File: src/rtl/exc_ctrl.sv
// Exception/interrupt controller: turns a committing instruction's fault flags into
// a CP0 update, a multi-cycle pipeline flush and a fetch redirect.
module exc_ctrl #(
    parameter logic [31:0] EXC_VECTOR   = 32'hBFC0_0380,
    parameter int unsigned FLUSH_CYCLES = 2
) (
    input  logic        clk,
    input  logic        rst,
    input  logic        commit_valid,
    output logic        commit_ready,
    input  logic [31:0] commit_pc,
    input  logic        commit_bd,
    input  logic [6:0]  commit_exc,
    input  logic        commit_eret,
    input  logic [31:0] commit_vaddr,
    input  logic [5:0]  hardware_int,
    input  logic [1:0]  soft_int,
    input  logic [7:0]  int_mask,
    input  logic        is_ie,
    input  logic        is_exl,
    input  logic [31:0] errorpc,
    output logic        is_exception,
    output logic [4:0]  exc_code,
    output logic [31:0] exc_pc,
    output logic        is_bd,
    output logic        we_badvaddr,
    output logic [31:0] badvaddr,
    output logic        is_excep_return,
    output logic        flush,
    output logic        redirect_valid,
    output logic [31:0] redirect_pc,
    input  logic        redirect_ready
);

    localparam logic [4:0] CODE_INT  = 5'h00;
    localparam logic [4:0] CODE_ADEL = 5'h04;
    localparam logic [4:0] CODE_ADES = 5'h05;
    localparam logic [4:0] CODE_SYS  = 5'h08;
    localparam logic [4:0] CODE_BP   = 5'h09;
    localparam logic [4:0] CODE_RI   = 5'h0a;
    localparam logic [4:0] CODE_OV   = 5'h0c;

    localparam logic [3:0] FLUSH_LAST = 4'(FLUSH_CYCLES - 1);

    typedef enum logic [1:0] {
        IDLE,
        TRAP,
        FLUSH,
        REDIRECT
    } state_t;

    state_t state_q, state_d;

    logic        int_pend_q;
    logic [3:0]  cnt_q;
    logic [4:0]  code_q;
    logic [31:0] pc_q;
    logic        bd_q;
    logic [31:0] vaddr_q;
    logic        bad_q;
    logic        eret_q;
    logic [31:0] target_q;

    logic        accept;
    logic        ev_trap;
    logic        ev_eret;
    logic [4:0]  ev_code;
    logic        ev_bad;
    logic [31:0] ev_vaddr;

    logic adel_if, ri, ov, sys, bp, adel_d, ades;

    assign {adel_if, ri, ov, sys, bp, adel_d, ades} = commit_exc;

    assign commit_ready = rst & (state_q == IDLE);
    assign accept       = commit_valid & commit_ready;

    always_ff @(posedge clk) begin
        if (!rst) begin
            int_pend_q <= 1'b0;
        end else begin
            int_pend_q <= (|({hardware_int, soft_int} & int_mask))
                        & is_ie & ~is_exl;
        end
    end

    // Winning event among the interrupt, the fault flags and ERET.
    always_comb begin
        ev_trap  = 1'b1;
        ev_eret  = 1'b0;
        ev_code  = CODE_INT;
        ev_bad   = 1'b0;
        ev_vaddr = 32'd0;
        priority case (1'b1)
            int_pend_q: ev_code = CODE_INT;
            adel_if: begin
                ev_code  = CODE_ADEL;
                ev_bad   = 1'b1;
                ev_vaddr = commit_pc;
            end
            ri:  ev_code = CODE_RI;
            ov:  ev_code = CODE_OV;
            sys: ev_code = CODE_SYS;
            bp:  ev_code = CODE_BP;
            adel_d: begin
                ev_code  = CODE_ADEL;
                ev_bad   = 1'b1;
                ev_vaddr = commit_vaddr;
            end
            ades: begin
                ev_code  = CODE_ADES;
                ev_bad   = 1'b1;
                ev_vaddr = commit_vaddr;
            end
            commit_eret: begin
                ev_trap = 1'b0;
                ev_eret = 1'b1;
            end
            default: ev_trap = 1'b0;
        endcase
    end

    always_ff @(posedge clk) begin
        if (!rst) begin
            code_q  <= 5'd0;
            pc_q    <= 32'd0;
            bd_q    <= 1'b0;
            vaddr_q <= 32'd0;
            bad_q   <= 1'b0;
            eret_q  <= 1'b0;
        end else if (accept && (ev_trap || ev_eret)) begin
            code_q  <= ev_code;
            pc_q    <= commit_pc;
            bd_q    <= commit_bd;
            vaddr_q <= ev_vaddr;
            bad_q   <= ev_bad;
            eret_q  <= ev_eret;
        end
    end

    // Redirect target is captured in TRAP so ERET sees the CP0 value of that cycle.
    always_ff @(posedge clk) begin
        if (!rst) begin
            target_q <= 32'd0;
        end else if (state_q == TRAP) begin
            target_q <= eret_q ? errorpc : EXC_VECTOR;
        end
    end

    always_ff @(posedge clk) begin
        if (!rst) begin
            state_q <= IDLE;
            cnt_q   <= 4'd0;
        end else begin
            state_q <= state_d;
            if (state_q == FLUSH && state_d == FLUSH) begin
                cnt_q <= cnt_q + 4'd1;
            end else begin
                cnt_q <= 4'd0;
            end
        end
    end

    always_comb begin
        state_d = state_q;
        unique case (state_q)
            IDLE: begin
                if (accept && (ev_trap || ev_eret)) begin
                    state_d = TRAP;
                end
            end
            TRAP: state_d = FLUSH;
            FLUSH: begin
                if (cnt_q == FLUSH_LAST) begin
                    state_d = REDIRECT;
                end
            end
            REDIRECT: begin
                if (redirect_ready) begin
                    state_d = IDLE;
                end
            end
            default: state_d = IDLE;
        endcase
    end

    always_comb begin
        is_exception    = 1'b0;
        exc_code        = 5'd0;
        exc_pc          = 32'd0;
        is_bd           = 1'b0;
        we_badvaddr     = 1'b0;
        badvaddr        = 32'd0;
        is_excep_return = 1'b0;
        flush           = 1'b0;
        redirect_valid  = 1'b0;
        redirect_pc     = 32'd0;
        unique case (state_q)
            TRAP: begin
                flush = 1'b1;
                if (eret_q) begin
                    is_excep_return = 1'b1;
                end else begin
                    is_exception = 1'b1;
                    exc_code     = code_q;
                    exc_pc       = bd_q ? pc_q - 32'd4 : pc_q;
                    is_bd        = bd_q;
                    we_badvaddr  = bad_q;
                    badvaddr     = bad_q ? vaddr_q : 32'd0;
                end
            end
            FLUSH: flush = 1'b1;
            REDIRECT: begin
                redirect_valid = 1'b1;
                redirect_pc    = target_q;
            end
            default: ;
        endcase
    end

endmodule

File: config.mk
export PLATFORM = sky130hd
export DESIGN_NAME = exc_ctrl
export DESIGN_NICKNAME = d
export VERILOG_FILES = /design/src/rtl/exc_ctrl.sv
export SDC_FILE = /design/constraint.sdc
export NUM_CORES = 1
export LEC_CHECK = 0
export CORE_AREA = 2 2 107 109
export CTS_CLUSTER_DIAMETER = 80
export DETAILED_ROUTE_END_ITERATION = 10
export DIE_AREA = 0 0 109 111
export DONT_BUFFER_PORTS = 1
export GPL_TIMING_DRIVEN = 0
export PLACE_DENSITY = 0.72
export SLEW_MARGIN = 20
export SYNTH_ARGS = -nofsm -noshare
export SYNTH_HDL_FRONTEND = slang
export SYNTH_SLANG_ARGS = --single-unit
File: constraint.sdc
create_clock -name clk -period 2 [get_ports clk]
set_input_delay 0.1 -clock clk [delete_from_list [all_inputs] [get_ports clk]]
set_output_delay 0.1 -clock clk [all_outputs]
set_load 0.1 [all_outputs]
---- Word-level counts from Yosys, hierarchy flattened ----
Cells that the tools add are included.
storage, ports and cells
  bits in registers ....................... 111
  input port bits ......................... 127
  output and inout bits ................... 108
  word-level logic and storage cells ...... 93
operators by class
  $add $sub $neg .......................... 2
  eq/ne operators ......................... 5
  muxes and demuxes ....................... 63
  bitwise logic cells ..................... 6
  reduce and logical (&&, ||, !) cells .... 7
operator list
  operator                                                                count
  32-bit 2-to-1 mux                                                       16
  1-bit 2-to-1 mux                                                        33
  32-bit by 3-bit subtractor with 32-bit output (second input constant)   1
  5-bit 2-to-1 mux                                                        5
  4-bit 2-to-1 mux                                                        3
  8-bit AND                                                               1
  2-bit one-hot mux with 4 select lines                                   1
  8-bit OR reduction                                                      1
  2-bit equality test (second input constant)                             3
  2-bit 2-to-1 mux                                                        3
  3-bit 2-to-1 mux                                                        2
  4-bit by 1-bit adder with 4-bit output (second input constant)          1
  1-bit AND                                                               4
  4-bit by 1-bit equality test with 1-bit output (second input constant)  1
  2-bit by 1-bit equality test with 1-bit output (second input constant)  1
  1-bit logical AND                                                       2
  2-bit zero test                                                         1
  2-bit AND reduction                                                     1
  2-bit OR reduction                                                      1
  1-bit logical OR                                                        1
  1-bit inverter                                                          1

---- Logic depth before layout (Yosys ltp) ----
Gate-level depths: netlist of the first run.
  depth after elaboration ................. 16
  depth in mapped cells ................... 8
  mapped depth without buffers ............ 6

---- Worst setup path after synthesis of the first run ----
Ideal clock, no wire load.
  path type ............................... register to output
  start point ............................. reg pc_q[15]
  end point ............................... out exc_pc[25]
  arrival time ............................ 3526 ps
  data required time ...................... 1900 ps
  setup slack ............................. -1626 ps
  cell stages (with the launch flop) ...... 8
  buffers on the path ..................... 3
  cell sequence ........................... dfxtp_1 -> buf_6 -> or4_4 -> buf_6 -> or3_4 -> buf_6 -> or4_1 -> a21oi_1
between the ends
  cells in the longest elaborated chain, start to end .. 4
ends and longest elaborated chain
  element                                        line  text
  from (decl)                                    57    logic [31:0] pc_q;
  from (signal assigned)                         133   pc_q <= commit_pc;
  32-bit by 3-bit subtractor with 32-bit output  206   exc_pc = bd_q ? pc_q - 32'd4 : pc_q;
  32-bit 2-to-1 mux                              206
  32-bit 2-to-1 mux                              201   if (eret_q) begin
  32-bit 2-to-1 mux                              198   unique case (state_q)
  to (decl)                                      24    output logic [31:0] exc_pc,
No other way between the ends.

---- Worst setup path after layout of the first run ----
  start point ............................. reg pc_q[16]
  end point ............................... out exc_pc[31]
The elaborated chain is that of the path after synthesis.

==> results.toml, run 1 <==
[die]
core_sq_mm = 0.0111
fp.dieH_microns = 111
num_io_pins = 235
initial_utilization_pct = 53.6
die_w_microns = 109
rows = 39
dieArea_sq_mm = 0.0121

[run_status]
status = "finished with violations"
violations = "negative setup slack"

[drt]
first_pass_iters = 8
wirelength_microns = 23100
first_iter_violations = 566
wl_per_cell_microns = 22.4
drc = 0
routed-via-count = 6649
viasPerCell = 6.44
detail-route-antenna-nets = 0

[critical_path]
critPathArrivalTime_ns = 3.01
max_stage_delay_ns = 0.60
slowest_stage = "or4_4"
path_common_cell = "or4_4"
criticalPathCategory = "register to output pin"
worstPathMaxFanout = 8
path_cells = "or4_4, or3_4, buf_4, or4_4, a21oi_4"
crit_path_end_kind = "output pin"
worst_ep_required_time_ns = 1.90
reg2reg_slack_ns = 0.07
cp-start-kind = "register"

[sta]
skew_ns = 0.00693
worstMarginPinSlew_ns = 1.17
fin_crit_sh_pct = 155
setup_viol = 29
layout_min_cycle_time_ns = 3.11
slew_headroom_pct = 22.0
rsz0062_at_grt = "yes"
hold_violations = 0
worst_slack_ns = -1.11
max_freq_mhz = 322
slew_viol_final = 0

[synth]
ys_async_sr_fraction_pct = 0
syn_inst = 758
mappedNetlistNets = 893
synth_edf_count = 0
yosys_warnings = 0
synth_seq_cells = 110
avgSynthCellArea_sq_um = 7.83
syn_area_sq_mm = 0.00593
synthFlopType = "dfxtp_1"
synth_top_area_cell = "dfxtp_1"
synth_top_cell_area_share_pct = 37.1
synth_cell_type_count = 52
synthTopCellsByArea = "dfxtp_1 37%, nand3_1 5.7%, nor2b_1 5.6%"
seq_area_frac_synth_pct = 37.1

[clocking]
cts_tree = "done"
clk_pin_slew_ns = 0.07
htree_levels = 3
numCtsBuffers = 9
cts_root_buf = "clkbuf_16"
clock_sinks = 110
clock_path_buffers = 2
clock_latency_ns = 0.35

[global_route]
grt_pass1_vias = 6713
grtUsageTotal_pct = 36.3
grt.overflow.total = 0
grt_first_pass_wirelength_microns = 34500
grt_max_degree = 17
antenna_found_initial = 1

[place]
pre_cts_slack_ns = -0.827
io_buffers = 0
post-dp-hpwl_microns = 14200
place_inst = 901
place_congestion = 0.881

[layout]
final_layout_size_suffix_gt1_share_pct = 30.6
nFillCells = 728
nets = 1018
seq_area_sq_mm = 0.00224
multiInputGateArea_sq_mm = 0.00429
mostFrequentLayoutCells = "95 x dfxtp_1, 72 x dlygate4sd3_1, 71 x nand2_1"
area_delta_synth_final_pct = 46.2
finalNonFillerCells = 1033
layout_commonest_cell = "dfxtp_1"

[power]
power_density_mw_per_mm2 = 693
ir_drop_mv = 0.416
p_leak_nw = 3.22

[flow_run]
maxCapViolCount = 0

[worst_hold_path]
hp-class = "primary input to register"
[final timing paths]
check,startpoint,endpoint,cells past startpoint
worst min register to register,pc_q[1]$_SDFFE_PN0P_,pc_q[1]$_SDFFE_PN0P_,2
worst max register to register,int_pend_q$_SDFF_PN0_,vaddr_q[5]$_SDFFE_PN0P_,8
worst max-delay path,pc_q[16]$_SDFFE_PN0P_,exc_pc[31],5
worst min-delay path,commit_pc[19],vaddr_q[19]$_SDFFE_PN0P_,2
[power breakdown]
part / switching [mW] / leakage (nW) / total (mW) / internal (mW)
sequential: 0.143 / 0.906 / 2.47 / 2.33
combinational: 1.03 / 2.16 / 1.69 / 0.667
clock: 0.809 / 0.146 / 1.85 / 1.04
[metrics by stage]
step / hold slack, ns / power (mW) / utilization, % / instance area [sq um] / setup TNS, ns
after floorplan: 0.173 / 3.39 / - / 6360 / -9.26
after global placement: 0.187 / 3.57 / 59.1 / 6540 / -51.88
after detailed placement: 0.187 / 3.61 / 59.3 / 6560 / -58.02
after CTS: 0.00269 / 5.78 / 75.5 / 8370 / -20.41
after global routing: 0.0107 / 6.21 / 78.3 / 8670 / -22.13
final: 0.000421 / 6.01 / 78.3 / 8680 / -20.91
[synth_stat cells, types with 4 or more instances]
master	instances
o22ai_1	12
or2_2	5
and2_1	41
xnor2_1	8
dfxtp_1	110
o31ai_1	44
inv_1	10
o41ai_1	4
o21ai_0	6
nor2_1	51
nand3_1	67
nor2b_1	53
a32oi_1	32
nor4_1	5
nand2_1	71
or3_1	12
nor3_1	15
xor2_1	4
clkbuf_1	67
ha_1	8
a21oi_1	42
or4_1	13
and3_1	33
[per-layer routing]
layer	global-route usage, %	part of all wire (%)
met1	40.4	37
met3	12.5	10
met2	60.0	48
met4	19.6	4.3
met5	0	0
[area by class of cell]
type / instances / area share, %
clock buffers: 13 / 3.00
plain buffers: 68 / 4.90
multi-input cells: 563 / 49.5
inverters: 10 / 0.548
clock inverters: 3 / 0.490
repair buffers: 121 / 13.7
well taps: 143 / 2.06
flip-flops and latches: 110 / 25.8
diodes: 2 / 0.0577
[state kept, by name, summed over array words and instances, names as in the netlist]
signal      flops
target_q       32
code_q          4
pc_q           32
vaddr_q        32
cnt_q           4
bd_q            1
eret_q          1
int_pend_q      1
bad_q           1
state_q         2
[cell families after synthesis]
logic type | count (synthesis) | share of synthesized area, %
flip-flops | 110 | 37.1
AO/OA/AOI/OAI | 155 | 18.4
adder cells (fa/ha/maj) | 8 | 1.69
AND/OR/NAND/NOR | 385 | 34.6
buffers and inverters | 85 | 5.97
XOR/XNOR | 12 | 1.77
other | 1 | 0.0632
multiplexers | 2 | 0.337
[critical path: cells and delay by family, from the launching register on]
kind                   cells  cell delay [ns]
buffers and inverters      1             0.15
AND/OR/NAND/NOR            3             1.55
AO/OA/AOI/OAI              1             0.59
flip-flops                 1             0.37
[repair_timing]
action                                  CTS  global route
cloned                                    2             1
gates resized for setup                 172            63
buffers inserted                         25            22
endpoints found under the setup margin  181           124
hold endpoints to repair                 82             1
hold buffers                             71             1
pin swaps                                38            39
No activity file was read; power rests on OpenSTA's default activity.
==> inputs of run 2 (changes only) <==
--- a/config.mk
+++ b/config.mk
@@ -12,6 +12,7 @@
 export DONT_BUFFER_PORTS = 1
 export GPL_TIMING_DRIVEN = 0
 export PLACE_DENSITY = 0.72
+export SKIP_CTS_REPAIR_TIMING = 1
 export SLEW_MARGIN = 20
 export SYNTH_ARGS = -nofsm -noshare
 export SYNTH_HDL_FRONTEND = slang
==> run 2 against run 1 <==
The run ends with negative hold slack, negative setup slack left. Power fell by 3.6%. Sequential share of layout area up 0.99 points. Cell count decreased by 2.2%. Clock skew about the same. Non-clock buffer count shrank 22. Sequential power about the same. Combinational power decreased by 12%. Critical endpoint unchanged. Largest power group unchanged. Highest routed layer unchanged.
==> results.toml, run 2 (synthesis gave the netlist of run 1 again) <==
[critical_path]
cp-start-kind = "register"
max_stage_delay_ns = 0.59
path_common_cell = "or4_4"
worstPathMaxFanout = 8
worst_ep_required_time_ns = 1.90
criticalPathCategory = "register to output pin"
slowest_stage = "a21oi_4"
path_cells = "or4_4, or4_4, buf_6, or4_4, a21oi_4"
crit_path_end_kind = "output pin"
critPathArrivalTime_ns = 3.03

[power]
ir_drop_mv = 0.415
p_leak_nw = 3.03
switching_share_pct = 32.4
clockPowerShare_pct = 31.8
pwr-share-seq_pct = 42.5
power_density_mw_per_mm2 = 699
combPwrFrac_pct = 25.7
p_int_mw = 3.92
power_mw = 5.79
p_sw_mw = 1.88

[sta]
slew_viol_final = 0
skew_ns = 0.00708
max_freq_mhz = 319
final.setup.tns_ns = -20.32
setup_viol = 29
slew_headroom_pct = 24.4
hold_violations = 4
fin_crit_sh_pct = 157
worstMarginPinSlew_ns = 1.13
layout_min_cycle_time_ns = 3.13
worst_slack_ns = -1.13
whs_ns = -0.00501
rsz0062_at_grt = "yes"

[layout]
design_area_sq_mm = 0.00829
nFillCells = 800
multiInputGateArea_sq_mm = 0.00420
final_layout_size_suffix_gt1_share_pct = 27.1
seq_area_sq_mm = 0.00222
top_regs = "pc_q: 32 flops, target_q: 32 flops, vaddr_q: 32 flops"
finalNonFillerCells = 1010
mostFrequentLayoutCells = "99 x dfxtp_1, 71 x nand2_1, 71 x dlygate4sd3_1"
layout_commonest_cell = "dfxtp_1"
nets = 996
area_delta_synth_final_pct = 39.7

[run_status]
status = "finished with violations"
violations = "negative hold slack, negative setup slack"

[global_route]
grt_max_degree = 17
grt_pass1_vias = 5542
antenna_found_initial = 1
grt_first_pass_wirelength_microns = 29200
grt.overflow.total = 0
grtUsageTotal_pct = 30.7

[clocking]
numCtsBuffers = 9
cts_tree = "done"
clk_pin_slew_ns = 0.07
clock_path_buffers = 2
clock_latency_ns = 0.35
clock_sinks = 110
htree_levels = 3
cts_root_buf = "clkbuf_16"

[drt]
detail-route-antenna-nets = 0
viasPerCell = 6.31
routed-via-count = 6371
drc = 0
wl_per_cell_microns = 21.0
wirelength_microns = 21200
first_pass_iters = 5
first_iter_violations = 626

[worst_hold_path]
hp-class = "primary input to register"

[die]
initial_utilization_pct = 53.6
dieArea_sq_mm = 0.0121
fp.dieH_microns = 111
rows = 39
die_w_microns = 109
core_sq_mm = 0.0111
num_io_pins = 235

[place]
post-dp-hpwl_microns = 14200
place_congestion = 0.881
place_inst = 901
place_area_sq_mm = 0.00656
io_buffers = 0

[flow_run]
maxCapViolCount = 0
-- run 2: area by class of cell --
| type | instances | share of cell area (%) |
|---|---|---|
| well taps | 143 | 2.16 |
| plain buffers | 70 | 4.95 |
| repair buffers | 97 | 11.3 |
| diodes | 1 | 0.0302 |
| inverters | 10 | 0.513 |
| clock inverters | 3 | 0.513 |
| flip-flops and latches | 110 | 26.8 |
| clock buffers | 13 | 3.14 |
| multi-input cells | 563 | 50.6 |
-- run 2: final timing paths --
path	from	endpoint	slack, ns	cells after the start
max	pc_q[10]$_SDFFE_PN0P_	exc_pc[31]	-1.13	5
min	commit_pc[24]	vaddr_q[24]$_SDFFE_PN0P_	-0.005	2
max reg2reg	state_q[0]$_SDFF_PN0_	vaddr_q[7]$_SDFFE_PN0P_	0.09	9
min reg2reg	code_q[0]$_SDFFE_PN0P_	code_q[0]$_SDFFE_PN0P_	0.46	2
-- run 2: power by group through the flow --
stage | sequential (mW) | combinational (mW) | clock (mW)
2_1_floorplan | 2.45 | 0.945 | 0
3_3_place_gp | 2.47 | 1.09 | 0
6_report | 2.46 | 1.49 | 1.84
3_5_place_dp | 2.48 | 1.13 | 0
4_1_cts | 2.43 | 1.14 | 1.85
5_1_grt | 2.48 | 1.58 | 1.95
-- run 2: worst max-delay path, delay by kind of cell (launching register included) --
family,cells,cell delay (ns)
AOI/OAI and AO/OA,1,0.59
and+or+nand+nor,3,1.60
DFF,1,0.34
buffers and inverters,1,0.15
-- run 2: metrics by stage --
| stage | utilization [%] | setup WS, ns | hold slack, ns |
|---|---|---|---|
| 6_report | 74.9 | -1.13 | -0.00501 |
| 5_1_grt | 74.8 | -1.18 | 0.00124 |
| 3_5_place_dp | 59.3 | -0.827 | 0.187 |
| 4_1_cts | 62.0 | -1.21 | -0.181 |
| 2_1_floorplan | - | -0.693 | 0.173 |
| 3_3_place_gp | 59.1 | -0.808 | 0.187 |
-- run 2: per-layer routing --
layer / part of all wire, % / GRT usage, %
met1: 39 / 37.0
met3: 8.9 / 9.76
met4: 2.8 / 9.91
met5: 0 / 0
met2: 49 / 51.3
